File: config.mk
export PLATFORM = sky130hd
export DESIGN_NAME = subr4u_serial
export DESIGN_NICKNAME = d
export VERILOG_FILES = /design/src/rtl/subr4u_serial.sv
export SDC_FILE = /design/constraint.sdc
export NUM_CORES = 1
export LEC_CHECK = 0
export ABC_AREA = 1
export ABC_CLOCK_PERIOD_IN_PS = 1200
export BUFFER_PORTS_ARGS = -buffer_cell sky130_fd_sc_hd__buf_2
export CAP_MARGIN = 40
export CORE_UTILIZATION = 42
export DETAILED_ROUTE_END_ITERATION = 7
export PLACE_DENSITY = 0.63
export SLEW_MARGIN = 25
export SYNTH_ARGS = -nofsm -noshare
export SYNTH_HDL_FRONTEND = slang
export SYNTH_SLANG_ARGS = --single-unit
File: constraint.sdc
create_clock -name clk -period 1.2 [get_ports clk]
set_input_delay 0.12 -clock clk [delete_from_list [all_inputs] [get_ports clk]]
set_output_delay 0.12 -clock clk [all_outputs]
set_load 0.01 [all_outputs]
File: src/rtl/subr4u_serial.sv
// Digit-serial unsigned subtractor: D = A - B mod 2^WIDTH, borrow = (A < B), DIGIT bits per cycle LSB first.
// Optional duplicate borrow chain with sticky fault flag under `define SUBR_FAULT_CHECK_EN.
module subr4u_serial #(
    parameter int WIDTH = 4,
    parameter int DIGIT = 1
) (
    input  logic             clk,
    input  logic             rst_n,
    input  logic             in_valid,
    output logic             in_ready,
    input  logic [WIDTH-1:0] a,
    input  logic [WIDTH-1:0] b,
    output logic             out_valid,
    input  logic             out_ready,
    output logic [WIDTH-1:0] d,
    output logic             borrow,
    output logic             fault_err
);
    // Handshake: a transfer happens on a rising edge where valid and ready are both 1;
    // valid, once raised, holds with its data stable until that edge.

    localparam int NDIG = WIDTH / DIGIT;
    localparam int CW   = (NDIG > 1) ? $clog2(NDIG) : 1;
    localparam logic [CW-1:0] LAST = CW'(NDIG - 1);

    if ((WIDTH < 2) || (DIGIT < 1) || ((WIDTH % DIGIT) != 0)) begin : g_bad_params
        $error("subr4u_serial: WIDTH must be >= 2 and divisible by DIGIT");
    end

    typedef enum logic [1:0] {
        IDLE = 2'd0,
        RUN  = 2'd1,
        DONE = 2'd2
    } state_t;

    state_t           state_q, state_d;
    logic [WIDTH-1:0] a_q, a_d;
    logic [WIDTH-1:0] b_q, b_d;
    logic [WIDTH-1:0] res_q, res_d;
    logic [CW-1:0]    cnt_q, cnt_d;
    logic             br_q, br_d;
    logic [WIDTH-1:0] d_q, d_d;
    logic             borrow_q, borrow_d;
    logic             out_valid_q, out_valid_d;

    logic                   accept;
    logic                   run_step;
    logic                   res_hand;
    logic [DIGIT:0]         digit_full;
    logic [DIGIT-1:0]       diff_dig;
    logic                   bo;
    logic [WIDTH+DIGIT-1:0] res_cat;

    // State register
    always_ff @(posedge clk or negedge rst_n) begin
        if (!rst_n) begin
            state_q <= IDLE;
        end else begin
            state_q <= state_d;
        end
    end

    // Next-state logic
    always_comb begin
        state_d = state_q;
        case (state_q)
            IDLE:    if (in_valid) state_d = RUN;
            RUN:     if (cnt_q == LAST) state_d = DONE;
            DONE:    if (out_valid_q && out_ready) state_d = IDLE;
            default: state_d = IDLE;
        endcase
    end

    // Output / control decode
    always_comb begin
        in_ready  = (state_q == IDLE);
        out_valid = out_valid_q;
        accept    = in_valid && (state_q == IDLE);
        run_step  = (state_q == RUN);
        res_hand  = (state_q == DONE) && out_valid_q && out_ready;
    end

    // One-digit borrow-ripple cell; the extra MSB of the difference is the borrow out.
    always_comb begin
        digit_full = {1'b0, a_q[DIGIT-1:0]} - {1'b0, b_q[DIGIT-1:0]} - {{DIGIT{1'b0}}, br_q};
        diff_dig   = digit_full[DIGIT-1:0];
        bo         = digit_full[DIGIT];
        res_cat    = {diff_dig, res_q};
    end

    always_comb begin
        a_d         = a_q;
        b_d         = b_q;
        res_d       = res_q;
        cnt_d       = cnt_q;
        br_d        = br_q;
        d_d         = d_q;
        borrow_d    = borrow_q;
        out_valid_d = out_valid_q;
        if (accept) begin
            a_d   = a;
            b_d   = b;
            res_d = '0;
            cnt_d = '0;
            br_d  = 1'b0;
        end
        if (run_step) begin
            a_d   = a_q >> DIGIT;
            b_d   = b_q >> DIGIT;
            res_d = res_cat[WIDTH+DIGIT-1:DIGIT];
            br_d  = bo;
            cnt_d = cnt_q + CW'(1);
        end
        // The first DONE cycle copies the finished result into the output registers.
        if ((state_q == DONE) && !out_valid_q) begin
            out_valid_d = 1'b1;
            d_d         = res_q;
            borrow_d    = br_q;
        end
        if (res_hand) begin
            out_valid_d = 1'b0;
        end
    end

    always_ff @(posedge clk or negedge rst_n) begin
        if (!rst_n) begin
            a_q         <= '0;
            b_q         <= '0;
            res_q       <= '0;
            cnt_q       <= '0;
            br_q        <= 1'b0;
            d_q         <= '0;
            borrow_q    <= 1'b0;
            out_valid_q <= 1'b0;
        end else begin
            a_q         <= a_d;
            b_q         <= b_d;
            res_q       <= res_d;
            cnt_q       <= cnt_d;
            br_q        <= br_d;
            d_q         <= d_d;
            borrow_q    <= borrow_d;
            out_valid_q <= out_valid_d;
        end
    end

    assign d      = d_q;
    assign borrow = borrow_q;

`ifdef SUBR_FAULT_CHECK_EN
    logic brc_q, brc_d;
    logic bo_dup;
    logic fault_q, fault_d;

    // Boolean-form borrow chain on its own flop, so a stuck or upset br_q shows up as disagreement.
    always_comb begin
        bo_dup = brc_q;
        for (int i = 0; i < DIGIT; i++) begin
            bo_dup = (~a_q[i] & b_q[i]) | (~(a_q[i] ^ b_q[i]) & bo_dup);
        end
        brc_d = brc_q;
        if (accept) begin
            brc_d = 1'b0;
        end
        if (run_step) begin
            brc_d = bo_dup;
        end
        fault_d = fault_q | (run_step && (bo != bo_dup));
    end

    always_ff @(posedge clk or negedge rst_n) begin
        if (!rst_n) begin
            brc_q   <= 1'b0;
            fault_q <= 1'b0;
        end else begin
            brc_q   <= brc_d;
            fault_q <= fault_d;
        end
    end

    assign fault_err = fault_q;
`else
    assign fault_err = 1'b0;
`endif

endmodule
==> reports/metrics.yaml, run 1 <==
run_status:
  status: "finished, final reports clean"
die:
  die_h_um: 52.0
  initial_utilization: 0.461
  dieArea_sq_mm: 0.00270
  core_sq_mm: 0.00228
  ioPinCount: 20
  die_x_um: 52.0
  rows: 17
setup_path:
  worstPathMaxFanout: 3
  crit_path_start_kind: "flop"
  arrival_ns: 1.02
  r2r-start: "a_q[0]"
  path_cells: "nor2_4, buf_2"
  crit_family: "flip-flops"
  slowest_delay_ns: 0.46
  required_ns: 1.08
  r2r_cells: 3
  path_buf_inv: 1
  crit_start: "state_q[1]"
  worstSetupPathType: "flop to output pin"
  rrSetupSlack_ns: 0.08
  r2r_end: "res_q[3]"
  slowest_stage: "dfrtp_2"
  endpoint_kind: "output pin"
timing:
  slew_headroom: 0.651
  finalCritPeriodShare: 0.952
  setup_tns_ns: 0
  worst_pin_slew_ns: 0.524
  setup_viol: 0
  fmax_mhz: 876
  maxSlewViolCount: 0
  hold_viol: 0
  rsz0062_at_grt: "yes"
  min_period_ns: 1.14
  worst_clock_skew_ns: 0.00732
route:
  drc: 0
  vias: 847
  vias_per_cell: 4.76
  antenna_left: 0
  dr.pass1.iters: 4
  totalWireLength_um: 1980
  drt_iter0_drc: 14
  wire_per_inst_um: 11.1
logic_synthesis:
  yosys-top-cells-count: "nand2_1 (54), dfrtp_1 (23), inv_1 (12), nand3_1 (12), o21ai_0 (10)"
  ys.flop_type: "dfrtp_1"
  async_flop_share: 1.00
  netlist.top_cell.by_area: "dfrtp_1"
  ys_seq_area_frac: 0.548
  netlist.area_leader.share: 0.548
  synthCells: 126
  ys_seq_elements: 23
  yosysUniqueCellTypes: 17
  netlist_top_cells_area: "dfrtp_1 (55%), nand2_1 (19%), nand3_1 (5.7%), o21ai_0 (4.8%), inv_1 (4.3%)"
  syn_nets: 140
  yosysMostFrequentCell: "nand2_1"
  syn_area_sq_mm: 0.00105
  postSynthAreaPerCell_sq_um: 8.33
  synth_edf_count: 0
  ys_warn_count: 0
finish:
  drive_above_1_share: 0.233
  final_nets: 165
  antenna_cells: 0
  area_growth_pct: 17.8
  fin_util: 0.543
  finalNonFillerCells: 178
clock_network:
  htree_levels: 1
  insertion_delay_ns: 0.31
  cts.reportedPaths.clkPinSlew_ns: 0.12
  cts_tree: "done"
  root_buffer: "clkbuf_4"
  cts_buffers: 3
  cts.sinks: 23
  clock_path_buffers: 2
min_path:
  hp-start: "b[3]"
  holdPathEnd: "b_q[3]"
  holdPathStages: 3
  min_path_type: "input port to flop"
run:
  maxCapViolCount: 0
global_route:
  antenna_found_initial: 0
  gr-total-overflow: 0
  grt_pass1_wl_um: 3680
  grt_pass1_vias: 889
  grt_max_degree: 24
  gr-usage-all-layers: 0.187
placement:
  hpwlAfterDp_um: 1380
  port_buffers: 18
  dp_cells: 170
  place_congestion: 0.727
pwr:
  powerDensity_mw_per_mm2: 2460
  ir_worst_vdd_mv: 1.22
  p_leak_nw: 0.696
## final cells by class
class	count	area, sq um
clock buffers	3	22.5
clock inverters	1	5.00
fillers	231	1040
inverters	13	48.8
multi-input cells	85	402
flip-flops and latches	23	578
well taps	28	35.0
repair buffers	25	145
## worst register-to-register path: cells and delay by family (launching register included)
family / cells / cell delay [ns]
fa+ha+maj: 1 / 0.53
flops: 1 / 0.38
buf+inv: 1 / 0.06
compound gates: 1 / 0.06
## worst max-delay path by stage
stage,to,cells after the start
3_5_place_dp,res_q[3],3
3_3_place_gp,res_q[3],3
4_1_cts,in_ready,2
6_report,in_ready,2
2_1_floorplan,state_q[1],5
5_1_grt,br_q,3
## report_power, final
| group | internal, W | switching (W) |
|---|---|---|
| registers | 0.00112 | 0.000218 |
| clock network | 0.000124 | 0.000236 |
| logic | 0.000547 | 0.000801 |
## repair_timing
action	4_1_cts	5_1_grt
hold buffers	1	0
buffers inserted	2	1
pin swaps	1	0
gates cloned	0	0
hold endpoints to repair	23	0
gates resized for setup	2	5
endpoints found under the setup margin	1	11
## cells in the final DEF (no fill, tap or decap)
master and count:
buf_2 18, fa_1 1, dfrtp_2 2, inv_2 1, nand3_1 12, nor2_4 1
o21ai_2 1, nand2_2 1, nor2_1 1, nand2_1 53, o21bai_1 2, dlygate4sd3_1 1
nand2_4 1, dfrtp_1 21, inv_1 12, ha_1 1, conb_1 1, clkbuf_4 3
o21ai_1 2, o21ai_0 8, buf_4 6, clkinv_2 1
## registers in the layout, indices dropped and copies added (netlist names)
register,flops
out_valid,1
res_q,4
br_q,1
state_q,2
cnt_q,2
a_q,4
borrow,1
b_q,4
d,4
## per-stage QoR
step / area (sq um) / hold WS, ns / worst slack (ns) / power, W
floorplan: 1050 / -0.176 / 0.0974 / 0.00222
global placement: 1160 / 0.120 / 0.0939 / 0.00254
detailed placement: 1160 / 0.123 / 0.0672 / 0.00258
CTS: 1220 / 0.0383 / 0.0437 / 0.00304
global route: 1240 / 0.0636 / -0.0203 / 0.00337
finish: 1240 / 0.0505 / 0.0578 / 0.00304
## per-layer routing
metal / track usage / routed length (um) / vias up / part of all wire
met2: 0.325 / 954 / 12 / 0.48
met5: 0 / 0 / - / 0
met3: 0.0263 / 51 / 2 / 0.026
met4: 0.0901 / 17 / 0 / 0.0086
met1: 0.223 / 952 / 399 / 0.48
li1: - / - / 434 / -
## cell families after synthesis
logic type,share of synthesized area
buffers and inverters,0.0810
adder cells (fa/ha/maj),0.0310
AO/OA/AOI/OAI,0.0703
AND/OR/NAND/NOR,0.266
other,0.00357
flip-flops,0.548
(Power assumes the default switching activity.)
==> run 2: changes to the inputs <==
- BUFFER_PORTS_ARGS: -buffer_cell sky130_fd_sc_hd__buf_2 -> default
- DONT_BUFFER_PORTS: default -> 1
- HOLD_SLACK_MARGIN: default -> 0.12
- PLACE_DENSITY: 0.63 -> 0.56
==> run 2 against run 1 <==
  * First-iteration DRC count down 21%
  * Critical endpoint unchanged
  * Via count up 1.3%
  * Clock skew up 0.0033 ns
  * Highest routed layer unchanged
  * Die area unchanged
  * Critical path depth unchanged
==> reports/metrics.yaml, run 2 (synthesized netlist as in run 1, its figures left out) <==
setup_path:
  crit_start: "state_q[1]"
  path_cells: "nor2_4, buf_4"
  r2r-start: "state_q[0]"
  crit_path_start_kind: "flop"
  slowest_delay_ns: 0.46
  rrSetupSlack_ns: 0.08
  required_ns: 1.08
  crit_family: "flip-flops"
  worstSetupPathType: "flop to output pin"
  worstPathMaxFanout: 3
  r2r_cells: 5
  arrival_ns: 1.02
  r2r_end: "state_q[1]"
  endpoint_kind: "output pin"
  path_buf_inv: 1
  slowest_stage: "dfrtp_2"
finish:
  layout.cells.most_common: "nand2_1"
  antenna_cells: 0
  multi_input_area_sq_um: 414
  final_nets: 160
  final_cell_mix: "nand2_1 (53), dfrtp_1 (21), dlygate4sd3_1 (12)"
  fin_util: 0.571
  filler_cell_count: 228
  drive_above_1_share: 0.138
  ff_latch_area_sq_um: 578
  area_growth_pct: 23.7
timing:
  hold_viol: 0
  fmax_mhz: 875
  setup_viol: 0
  fin_ws_ns: 0.0573
  finalCritPeriodShare: 0.952
  maxSlewViolCount: 0
  worst_clock_skew_ns: 0.0107
  min_period_ns: 1.14
die:
  rows: 17
  die_x_um: 52.0
  initial_utilization: 0.461
  core_sq_mm: 0.00228
  ioPinCount: 20
  die_h_um: 52.0
  dieArea_sq_mm: 0.00270
pwr:
  p_sw_frac: 0.413
  p_leak_nw: 0.680
  power.total_w: 0.00305
  switching_power_w: 0.00126
  powerDensity_mw_per_mm2: 2350
  p_clk_frac: 0.121
  p_int_w: 0.00179
  p_comb_frac: 0.430
  pwr-share-seq: 0.450
  ir_worst_vdd_mv: 1.26
clock_network:
  cts_tree: "done"
  cts.reportedPaths.clkPinSlew_ns: 0.13
  insertion_delay_ns: 0.32
  cts_buffers: 3
  htree_levels: 1
  clock_path_buffers: 2
  cts.sinks: 23
  root_buffer: "clkbuf_4"
placement:
  hpwlAfterDp_um: 1230
  place_congestion: 0.690
  port_buffers: 0
  pre_cts_slack_ns: 0.0863
run_status:
  status: "finished, final reports clean"
route:
  antenna_left: 0
  dr.pass1.iters: 4
  drc: 0
  drt_iter0_drc: 11
  totalWireLength_um: 1970
  wire_per_inst_um: 11.4
  vias_per_cell: 4.96
  vias: 858
global_route:
  grt_pass1_vias: 823
  top_usage_layer: "met2"
  grt_pass1_wl_um: 3440
  grt_util_met3: 0.0292
  antenna_found_initial: 0
  grt_util_met2: 0.295
  grt_max_degree: 24
  gr-usage-all-layers: 0.177
  grtUsageMet1: 0.222
  gr-total-overflow: 0
min_path:
  min_path_type: "input port to async pin"
run:
  maxCapViolCount: 0
run 2: worst max path at each step:
| stage | end | slack (ns) | cells after the start |
|---|---|---|---|
| 2_1_floorplan | state_q[1] | 0.1 | 5 |
| 3_3_place_gp | borrow | 0.09 | 6 |
| 3_5_place_dp | borrow | 0.09 | 6 |
| 4_1_cts | in_ready | 0.01 | 2 |
| 5_1_grt | state_q[1] | -0.02 | 5 |
| 6_report | in_ready | 0.06 | 2 |
run 2: what timing repair did:
item,4_1_cts,5_1_grt
hold endpoints to repair,34,25
gates resized for setup,2,8
pin swaps,0,2
buffers inserted,1,1
endpoints found under the setup margin,1,13
hold buffers,10,3
run 2: area by class of cell:
cell class / instances / area share
Clock buffer: 4 / 0.0202
Inverter: 13 / 0.0376
Multi-Input combinational cell: 85 / 0.319
Sequential cell: 23 / 0.445
Tap cell: 28 / 0.0270
Timing Repair Buffer: 20 / 0.151
run 2: worst register-to-register path, stage by stage (launching register included):
cell      delay [ns]
dfrtp_2         0.45
buf_4           0.16
buf_4           0.17
nand3_2         0.08
nand2_1         0.05
o21bai_1        0.14
run 2: metal layers:
metal	up-vias	wire length, um	share of wire
met1	412	960	0.49
met3	2	56	0.028
met4	0	12	0.0061
li1	426	-	-
met5	-	0	0
met2	18	943	0.48
run 2: stage by stage:
stage          area (sq um)  instances  setup TNS (ns)  hold slack, ns
4_1_cts                1230        169               0          -0.534
3_5_place_dp           1090        154               0          -0.175
2_1_floorplan          1050        126               0          -0.176
3_3_place_gp           1090        154               0          -0.175
5_1_grt                1300        173         -0.0217           0.218
6_report               1300        173               0           0.213
run 2: power by group through the flow:
stage	combinational [W]	clock (W)	sequential, W
after floorplan	0.000883	0	0.00134
after global placement	0.00108	0	0.00138
after detailed placement	0.00110	0	0.00139
after CTS	0.00118	0.000380	0.00137
after global routing	0.00153	0.000413	0.00142
final	0.00131	0.000369	0.00137
